--- src/rtl/frame_writer_pkg.sv ---
// frame_writer_pkg: shared widths, FSM states and pixel/address types for the frame writer (FRAME_WRITER_CLAMP_EN selects saturation in pixel_clamp)
package frame_writer_pkg;

   localparam int ADDR_W     = 19;
   localparam int BANK_W     = 3;
   localparam int OFFSET_W   = 16;
   localparam int DATA_W     = 18;
   localparam int PIX_W      = 8;
   localparam int BANK_WORDS = 1 << OFFSET_W;

   typedef enum logic [1:0] {
      S_IDLE,
      S_RUN,
      S_FLUSH,
      S_DONE
   } fw_state_e;

   typedef logic signed [DATA_W-1:0] sample_t;
   typedef logic [PIX_W-1:0]         pixel_t;
   typedef logic [DATA_W-1:0]        word_t;
   typedef logic [ADDR_W-1:0]        addr_t;

   // The drawer side decodes the same linear address into bank and offset
   typedef struct packed {
      logic [BANK_W-1:0]   bank;
      logic [OFFSET_W-1:0] offset;
   } bank_addr_t;

   function automatic word_t pixel_word(input pixel_t p);
      return {{(DATA_W-PIX_W){1'b0}}, p};
   endfunction

   function automatic bank_addr_t split_addr(input addr_t a);
      return bank_addr_t'(a);
   endfunction

endpackage

--- src/rtl/frame_writer_pixel_clamp.sv ---
// pixel_clamp: 18-bit signed kernel result to 8-bit pixel, saturating when FRAME_WRITER_CLAMP_EN is defined, truncating otherwise
module pixel_clamp
   import frame_writer_pkg::*;
(
   input  logic signed [DATA_W-1:0] in_data_i,
   output logic [PIX_W-1:0]         pix_o
);

`ifdef FRAME_WRITER_CLAMP_EN
   // Negative results become black, anything above full scale becomes white
   assign pix_o = (in_data_i < 18'sd0)   ? '0 :
                  (in_data_i > 18'sd255) ? '1 :
                  in_data_i[PIX_W-1:0];
`else
   // Upper bits are intentionally dropped by plain truncation
   logic unused_hi;
   assign unused_hi = ^in_data_i[DATA_W-1:PIX_W];
   assign pix_o     = in_data_i[PIX_W-1:0];
`endif

endmodule

--- src/rtl/frame_writer.sv ---
// frame_writer: streams kernel samples into the banked image memory as raster-ordered pixel writes; optional saturation via FRAME_WRITER_CLAMP_EN
module frame_writer
   import frame_writer_pkg::*;
#(
   parameter int Width     = 640,
   parameter int Height    = 480,
   parameter int NUM_BANKS = 5
) (
   input  logic                     clk,
   input  logic                     rst_n,
   input  logic                     start,
   input  logic                     in_valid,
   input  logic signed [DATA_W-1:0] in_data,
   output logic                     in_ready,
   input  logic                     mem_grant,
   output logic                     WriteEnable,
   output logic [DATA_W-1:0]        writeData,
   output logic [ADDR_W-1:0]        adreesMem,
   output logic                     busy,
   output logic                     frame_done
);

   localparam int    PIXELS   = Width * Height;
   localparam addr_t LAST_IDX = addr_t'(PIXELS - 1);

   // A frame must fit in the available banks and the 3-bit bank field
   if (PIXELS < 1 || PIXELS > NUM_BANKS * BANK_WORDS || NUM_BANKS > (1 << BANK_W)) begin : g_bad_geometry
      $error("frame_writer: frame geometry does not fit the image memory banks");
   end

   fw_state_e state_q, state_d;
   addr_t     idx_q, idx_d;
   addr_t     addr_q, addr_d;
   pixel_t    pix_q, pix_d;
   logic      pend_q, pend_d;
   pixel_t    pix;
   logic      accept;
   logic      retire;
   logic      last_accept;

   pixel_clamp u_clamp (
      .in_data_i (in_data),
      .pix_o     (pix)
   );

   assign accept      = in_valid & in_ready;
   assign retire      = pend_q & mem_grant;
   assign last_accept = accept && (idx_q == LAST_IDX);

   // Write strobe is a gate on the registered pending flag so a stall drops it in the same cycle
   assign WriteEnable = retire;
   assign writeData   = pixel_word(pix_q);
   assign adreesMem   = addr_q;

   // State register
   always_ff @(posedge clk or negedge rst_n) begin
      if (!rst_n) state_q <= S_IDLE;
      else        state_q <= state_d;
   end

   // Next-state: run until the last pixel is accepted, then drain the final write
   always_comb begin
      state_d = state_q;
      unique case (state_q)
         S_IDLE:  state_d = start ? S_RUN : S_IDLE;
         S_RUN:   state_d = last_accept ? S_FLUSH : S_RUN;
         S_FLUSH: state_d = retire ? S_DONE : S_FLUSH;
         S_DONE:  state_d = S_IDLE;
         default: state_d = S_IDLE;
      endcase
   end

   // Outputs: accept only while running and the output register is free or draining now
   always_comb begin
      in_ready   = (state_q == S_RUN) && (!pend_q || mem_grant);
      busy       = state_q != S_IDLE;
      frame_done = state_q == S_DONE;
   end

   // Datapath next-state: index counter, output register and pending flag
   always_comb begin
      idx_d  = (state_q == S_IDLE && start) ? '0 :
               last_accept ? '0 :
               accept ? idx_q + 1'b1 : idx_q;
      addr_d = accept ? idx_q : addr_q;
      pix_d  = accept ? pix : pix_q;
      pend_d = accept | (pend_q & ~mem_grant);
   end

   // Datapath registers; reset abandons any pending write
   always_ff @(posedge clk or negedge rst_n) begin
      if (!rst_n) begin
         idx_q  <= '0;
         addr_q <= '0;
         pix_q  <= '0;
         pend_q <= 1'b0;
      end else begin
         idx_q  <= idx_d;
         addr_q <= addr_d;
         pix_q  <= pix_d;
         pend_q <= pend_d;
      end
   end

endmodule

--- config.mk ---
export PLATFORM = sky130hd
export DESIGN_NAME = frame_writer
export DESIGN_NICKNAME = d
export VERILOG_FILES = /design/src/rtl/frame_writer_pkg.sv /design/src/rtl/frame_writer_pixel_clamp.sv /design/src/rtl/frame_writer.sv
export SDC_FILE = /design/constraint.sdc
export NUM_CORES = 1
export LEC_CHECK = 0
export ABC_AREA = 1
export BUFFER_PORTS_ARGS = -buffer_cell sky130_fd_sc_hd__buf_4
export CORE_MARGIN = 2
export CORE_UTILIZATION = 59
export CTS_BUF_LIST = sky130_fd_sc_hd__clkbuf_4 sky130_fd_sc_hd__clkbuf_8
export DETAILED_ROUTE_END_ITERATION = 10
export GPL_TIMING_DRIVEN = 0
export HOLD_SLACK_MARGIN = 0.12
export PLACE_DENSITY = 0.87
export SLEW_MARGIN = 25
export SYNTH_ARGS = -nofsm -noshare
export SYNTH_HDL_FRONTEND = slang
export SYNTH_HIERARCHICAL = 1
export SYNTH_SLANG_ARGS = --single-unit
export TNS_END_PERCENT = 5
--- constraint.sdc ---
create_clock -name clk -period 4.6 [get_ports clk]
set_input_delay 0.46 -clock clk [delete_from_list [all_inputs] [get_ports clk]]
set_output_delay 0.46 -clock clk [all_outputs]
set_load 0.05 [all_outputs]
==> impl_results.md, run 1 <==
- Clk sinks: 49
- Post-CTS Setup Bufs: 0
- Synthesized-area fraction occupied by adder cells: 0.478%
- I/O Buffers: 35
- DRT Wirelength: 5840 um
- Final weighted congestion in routability-driven placement: 0.901
- Residual DRC: 0
- Clock root buffer: clkbuf_8
- Total global-route track usage: 24.1%
- Area post-placement: 2980 um2
- VDD IR max: 0.197 mV
- TritonCTS clock tree: yes
- Setup_tns: 0 ns
- First-pass DRT Iterations: 5
- Clk_lat worst skew: 0.30 ns
- Most instantiated library cell after synthesis: nand2_1
- Mapped Cells: 326
- Main combinational cell family by area after synthesis: simple AND/OR/NAND/NOR gates
- Crit path arrival time: 1.95 ns
- Avg Cell Area, Syn: 8.04 um2
- Placeable Area: 4320 um2
- Ant. Diodes: 0
- Via count: 2,294
- Post-synthesis xor/xnor area fraction: 0.669%
- Stages on worst setup path: 10
- WHS: 0.166 ns
- Routed len/inst: 13.6 um
- Synth area leaders: dfrtp_1 47%, nand2_1 16%, buf_4 5.2%, nor2_1 3.7%, inv_1 3.6%
- Area share of the largest cell type after synthesis: 46.8%
- Share of cells above drive strength 1: 25.7%
- First-pass GRT wire length: 9690 um
- Maximum root-to-sink buffer count: 2
- Final ANT Viol Nets: 0
- Post-synth EDFFs: 0
- Power Density: 268 nW/um2
- Crit. End Element: flip-flop
- Top cells by count, synth: 114 x nand2_1, 49 x dfrtp_1, 26 x nor2_1
- Critical path origin: idx_q[1]$_DFFE_PN0P_
- Pin slew with the least headroom to its limit: 0.603 ns
- Max-cap viol count: 0
- Fin. Hold Viols: 0
- I/O Pins: 64
- Multiplexer area fraction after synthesis: 0%
- CP max stage delay: 0.45 ns
- Max-slew violations: 0
- Initial DRC Count: 126
- Peak Freq: 570 MHz
- Hold Crit Class: in -> async
- Largest net degree at the start of global routing: 50
- Cell variety after synth: 31
- Final #Nets: 401
- RSZ-0062 raised after global routing: no
- Netlist Area Pre-Place: 2620 um2
- Worst Skew: 0.00459 ns
- Post-DP HPWL: 4310 um
- Clk slew on worst S/H paths: 0.09 ns
- Compound-cell area share of the yosys netlist: 6.21%
- Overflow after GRT: 0
- Slowest cell on the critical path: dfrtp_1
- Leakage dissipation: 1.62 nW
- # resized after CTS: 0
- Initial antenna violation count: 0
- Worst R2R Start: idx_q[1]$_DFFE_PN0P_
- Dominant synthesized flop cell: dfrtp_1
- Tcrit/Tclk final: 38.2%
- Worst-path cell chain: ha_1 -> nand3_2 -> inv_2 -> nand2_2 -> nor2_4 -> nand2_4 -> nand2_2 -> inv_2 -> nand2_1 -> nand2_1
- Die H: 70.6 um
- CP required: 4.80 ns
- Yosys warning total: 6
- Placement row count: 24
- Die X: 70.6 um
- Vias per cell: 5.33
- TritonCTS Buffers: 5
- CP Max Fanout: 5
- Area leader, netlist: dfrtp_1
- Final setup fails: 0
- H-tree level count: 2
- Kind of cell adding the most delay to the critical path: simple AND/OR/NAND/NOR gates
- Post-layout util: 72.0%
- Outcome: finished clean
- Syn-to-layout area delta: 18.9%
- Fin area: 3120 um2
- Worst rel slew slack: 59.8%
- #FFs+latches synth: 49
- Starting Density: 60.6%
- Number of global-route vias before repair: 2,102
- CP startpoint kind: flip-flop
- Die Area: 4990 um2
- WS Path Type: reg -> reg
- Cts hold-fix bufs: 0
- Fraction of the yosys area taken by sequential cells: 46.8%
- Tmin final: 1.76 ns
- Reg2Reg Depth: 10
- CP bufs+invs: 2
- Ys async rst share: 100%
- Simple-gate area share of the yosys netlist: 33.9%
## flip-flops by register name, summed over array words and instances, names as in the netlist, named ones only
name       cells
adreesMem     19
idx_q         19
pix_q          8
pend_q         1
state_q        1
## power by group
part	switching [mW]	internal (mW)	leakage, nW
combinational	0.0289	0.0123	0.918
sequential	0	0.430	0.638
clock	0.146	0.216	0.0681
total	0.175	0.659	1.62
## stage by stage
step	power, mW	instances	setup WS, ns
2_1_floorplan	0.468	335	3.09
3_3_place_gp	0.480	422	2.96
3_5_place_dp	0.480	422	2.89
4_1_cts	0.835	430	2.86
5_1_grt	0.856	430	2.71
6_report	0.834	430	2.84
## cell usage in the layout (no fill, tap or decap), drive strengths merged
cell type,instances
nor3,6
o21ai,24
a21oi,4
and2,1
nor2,38
bufinv,2
buf,57
o21bai,1
inv,30
clkinv,1
nand3,15
nand4,8
nand2,119
clkbuf,9
conb,10
xor2,2
ha,1
dfrtp,49
o211ai,1
## worst paths after layout
path | endpoint | slack [ns]
worst max-delay path | idx_q[17]$_DFFE_PN0P_ | 2.84
worst min-delay path | async pin | 0.17
worst max register to register | idx_q[17]$_DFFE_PN0P_ | 2.84
worst min register to register | pix_q[1]$_DFFE_PN0P_ | 0.49
max in group asynchronous | adreesMem[17]$_DFFE_PN0P_ | 4.03
min in group clk | pix_q[2]$_DFFE_PN0P_ | 0.35
## cell type report
class                      instances  area [um2]
timing repair buffer              35         263
multi-input combinational        230        1120
buffer                            26         198
clock inverter                     3        65.1
fill                             327        1210
tap                               52        65.1
sequential                        49        1230
clock buffer                       5        68.8
inverter                          30         113
## cell families (layout without fill, tap and decap cells)
logic type	Yosys count	count (layout)
flip-flops	49	49
adder cells (fa/ha/maj)	1	1
other	1	10
AO/OA/AOI/OAI	30	30
XOR/XNOR	2	2
AND/OR/NAND/NOR	187	187
buffers and inverters	56	99
## worst reg2reg max path, delay by kind of cell (launching register included)
family / cells / cell delay, ns
fa+ha+maj: 1 / 0.32
buf+inv: 2 / 0.18
flops: 1 / 0.45
simple gates: 7 / 0.70
## metal layers
metal	vias up	track usage (%)	wire, um
li1	1098	-	-
met1	1082	32.9	2440
met2	99	39.4	2830
met3	15	4.27	433
met4	0	7.76	135
met5	-	0	0
Note: power is estimated with default switching activity, not from simulation.
==> run 2, diff against run 1 <==
--- a/config.mk
+++ b/config.mk
@@ -8,12 +8,12 @@
 export ABC_AREA = 1
 export BUFFER_PORTS_ARGS = -buffer_cell sky130_fd_sc_hd__buf_4
 export CORE_MARGIN = 2
-export CORE_UTILIZATION = 59
+export CORE_UTILIZATION = 50
 export CTS_BUF_LIST = sky130_fd_sc_hd__clkbuf_4 sky130_fd_sc_hd__clkbuf_8
 export DETAILED_ROUTE_END_ITERATION = 10
 export GPL_TIMING_DRIVEN = 0
 export HOLD_SLACK_MARGIN = 0.12
-export PLACE_DENSITY = 0.87
+export PLACE_DENSITY = 0.78
 export SLEW_MARGIN = 25
 export SYNTH_ARGS = -nofsm -noshare
 export SYNTH_HDL_FRONTEND = slang
==> constraint.sdc (replaced) <==
create_clock -name clk -period 1.41 [get_ports clk]
set_input_delay 0.141 -clock clk [delete_from_list [all_inputs] [get_ports clk]]
set_output_delay 0.141 -clock clk [all_outputs]
set_load 0.05 [all_outputs]
==> run 2 against run 1 <==
Register-to-register slack worse by 2.9 ns. Via count increased by 3.4%. Clock power grew to 2.9 times the previous value. Design area rose by 12%. Clock skew is 0.0045 ns higher. The run now ends with setup timing left. Flip-flop and latch count unchanged. Highest routed layer unchanged. Worst hold slack got worse by 0.0093 ns. Largest power group unchanged.
==> impl_results.md, run 2 (synthesized netlist as in run 1, its figures left out) <==
- Outcome: complete, but fails checks
- Failing checks: setup timing
- Starting Density: 51.6%
- Placed Instances: 440
- Largest net degree at the start of global routing: 50
- Hold Crit Endpoint: state_q[0]$_DFF_PN0_
- H-tree level count: 2
- Kind of cell adding the most delay to the critical path: simple AND/OR/NAND/NOR gates
- Max-cap viol count: 0
- Initial DRC Count: 118
- Hold depth: 3
- I/O Pins: 64
- Ant. Diodes: 0
- CP Max Fanout: 5
- Die X: 76.4 um
- Post-layout util: 69.0%
- R2r endpoint: idx_q[10]$_DFFE_PN0P_
- First-pass DRT Iterations: 4
- Setup WS pre-CTS: -0.190 ns
- Tmin final: 1.46 ns
- Placement row count: 26
- Vias per cell: 4.94
- CP max stage delay: 0.42 ns
- R2R setup slack: -0.05 ns
- Worst R2R Start: idx_q[1]$_DFFE_PN0P_
- Power Total: 2.61 mW
- Pin slew with the least headroom to its limit: 0.615 ns
- Share of cells above drive strength 1: 33.2%
- Fin cells: 480
- Worst rel slew slack: 59.0%
- Final WS setup: -0.0507 ns
- Number of global-route vias before repair: 2,185
- Crit. End Element: flip-flop
- Power Density: 746 nW/um2
- Clock root buffer: clkbuf_8
- DRT Wirelength: 6100 um
- Post-DP HPWL: 4120 um
- Tcrit/Tclk final: 104%
- Overflow after GRT: 0
- Hold Crit Class: in -> reg
- Residual DRC: 0
- Hold path startpoint: mem_grant
- RSZ-0062 raised after global routing: yes
- Worst-path cell chain: ha_4 -> nand3_4 -> inv_4 -> nand2_4 -> nor2_4 -> nand2_4 -> nand2_4 -> clkbuf_16 -> nor2_2
- VDD IR max: 0.462 mV
- TritonCTS clock tree: yes
- Die Area: 5840 um2
- WHS: 0.157 ns
- Max-slew violations: 0
- Initial antenna violation count: 0
- Syn-to-layout area delta: 33.7%
- Commonest non-fill, non-tap cell in the layout: nand2_1
- TritonCTS Buffers: 5
- Slowest cell on the critical path: dfrtp_2
- Clk slew on worst S/H paths: 0.09 ns
- Most Frequent Cell on Critical Path: nand2_4
- WS Path Type: reg -> reg
- Final #Nets: 433
- Fin. Hold Viols: 0
- Final weighted congestion in routability-driven placement: 0.897
- Maximum root-to-sink buffer count: 2
- Final ANT Viol Nets: 0
- Peak Freq: 685 MHz
- I/O Buffers: 35
- Leakage dissipation: 1.80 nW
- CP required: 1.62 ns
- Clk sinks: 49
- Placeable Area: 5070 um2
- Crit path arrival time: 1.67 ns
- Final setup fails: 12
- Via count: 2,371
- Worst Skew: 0.00911 ns
- First-pass GRT wire length: 9850 um
- Clk_lat worst skew: 0.30 ns
- Routed len/inst: 12.7 um
- CP bufs+invs: 2
- Most frequent cells in the layout: 111 x nand2_1, 75 x buf_4, 44 x dfrtp_1
- Reg2Reg Depth: 9
- Die H: 76.4 um
- Total global-route track usage: 20.6%
- CP startpoint kind: flip-flop
[run 2: layout make-up]
class                      instances  area, um2
clock buffer                       7       90.1
tap                               70       87.6
sequential                        49       1230
timing repair buffer              67        547
fill                             411       1570
clock inverter                     1       30.0
buffer                            26        210
inverter                          30        118
multi-input combinational        230       1190
[run 2: through the flow]
stage / setup TNS [ns] / area, um2
6_report: -0.358 / 3500
3_3_place_gp: -2.15 / 3020
2_1_floorplan: 0 / 2670
3_5_place_dp: -2.78 / 3020
4_1_cts: -0.268 / 3330
5_1_grt: -1.90 / 3500
[run 2: worst max-delay path by stage]
| stage | slack (ns) | start | depth (start not counted) | end |
|---|---|---|---|---|
| floorplan | 0.008 | idx_q[1]$_DFFE_PN0P_ | 9 | idx_q[8]$_DFFE_PN0P_ |
| global placement | -0.16 | idx_q[1]$_DFFE_PN0P_ | 10 | idx_q[17]$_DFFE_PN0P_ |
| detailed placement | -0.19 | idx_q[1]$_DFFE_PN0P_ | 10 | idx_q[1]$_DFFE_PN0P_ |
| CTS | -0.03 | idx_q[0]$_DFFE_PN0P_ | 10 | idx_q[17]$_DFFE_PN0P_ |
| global route | -0.12 | idx_q[1]$_DFFE_PN0P_ | 9 | idx_q[7]$_DFFE_PN0P_ |
| finish | -0.05 | idx_q[1]$_DFFE_PN0P_ | 9 | idx_q[10]$_DFFE_PN0P_ |
[run 2: tightest hold or removal path, stage by stage]
cell      delay [ns]
buf_4           0.11
nand2_1         0.07
o211ai_1        0.09
[run 2: timing repair]
item | 4_1_cts | 5_1_grt
endpoints found under the setup margin | 31 | 47
hold endpoints to repair | 57 | 0
pin swaps | 4 | 8
cloned | 0 | 1
buffers inserted | 8 | 14
hold buffers | 9 | 0
resized for setup | 12 | 16
[run 2: metal layers]
metal  track usage, %  share of wire (%)  wire (um)  vias up
li1                 -                  -          -     1158
met1             26.9                 43       2630     1131
met2             34.7                 50       3050       76
met3             3.55                5.9        358        6
met4             7.27               0.94         57        0
met5                0                  0          0        -
[run 2: report_power, final]
part           total, mW  switching [mW]  leakage [nW]  internal [mW]
Clock               1.05           0.457        0.0619          0.598
Sequential          1.40               0         0.631           1.40
Combinational      0.155          0.0986          1.10         0.0563
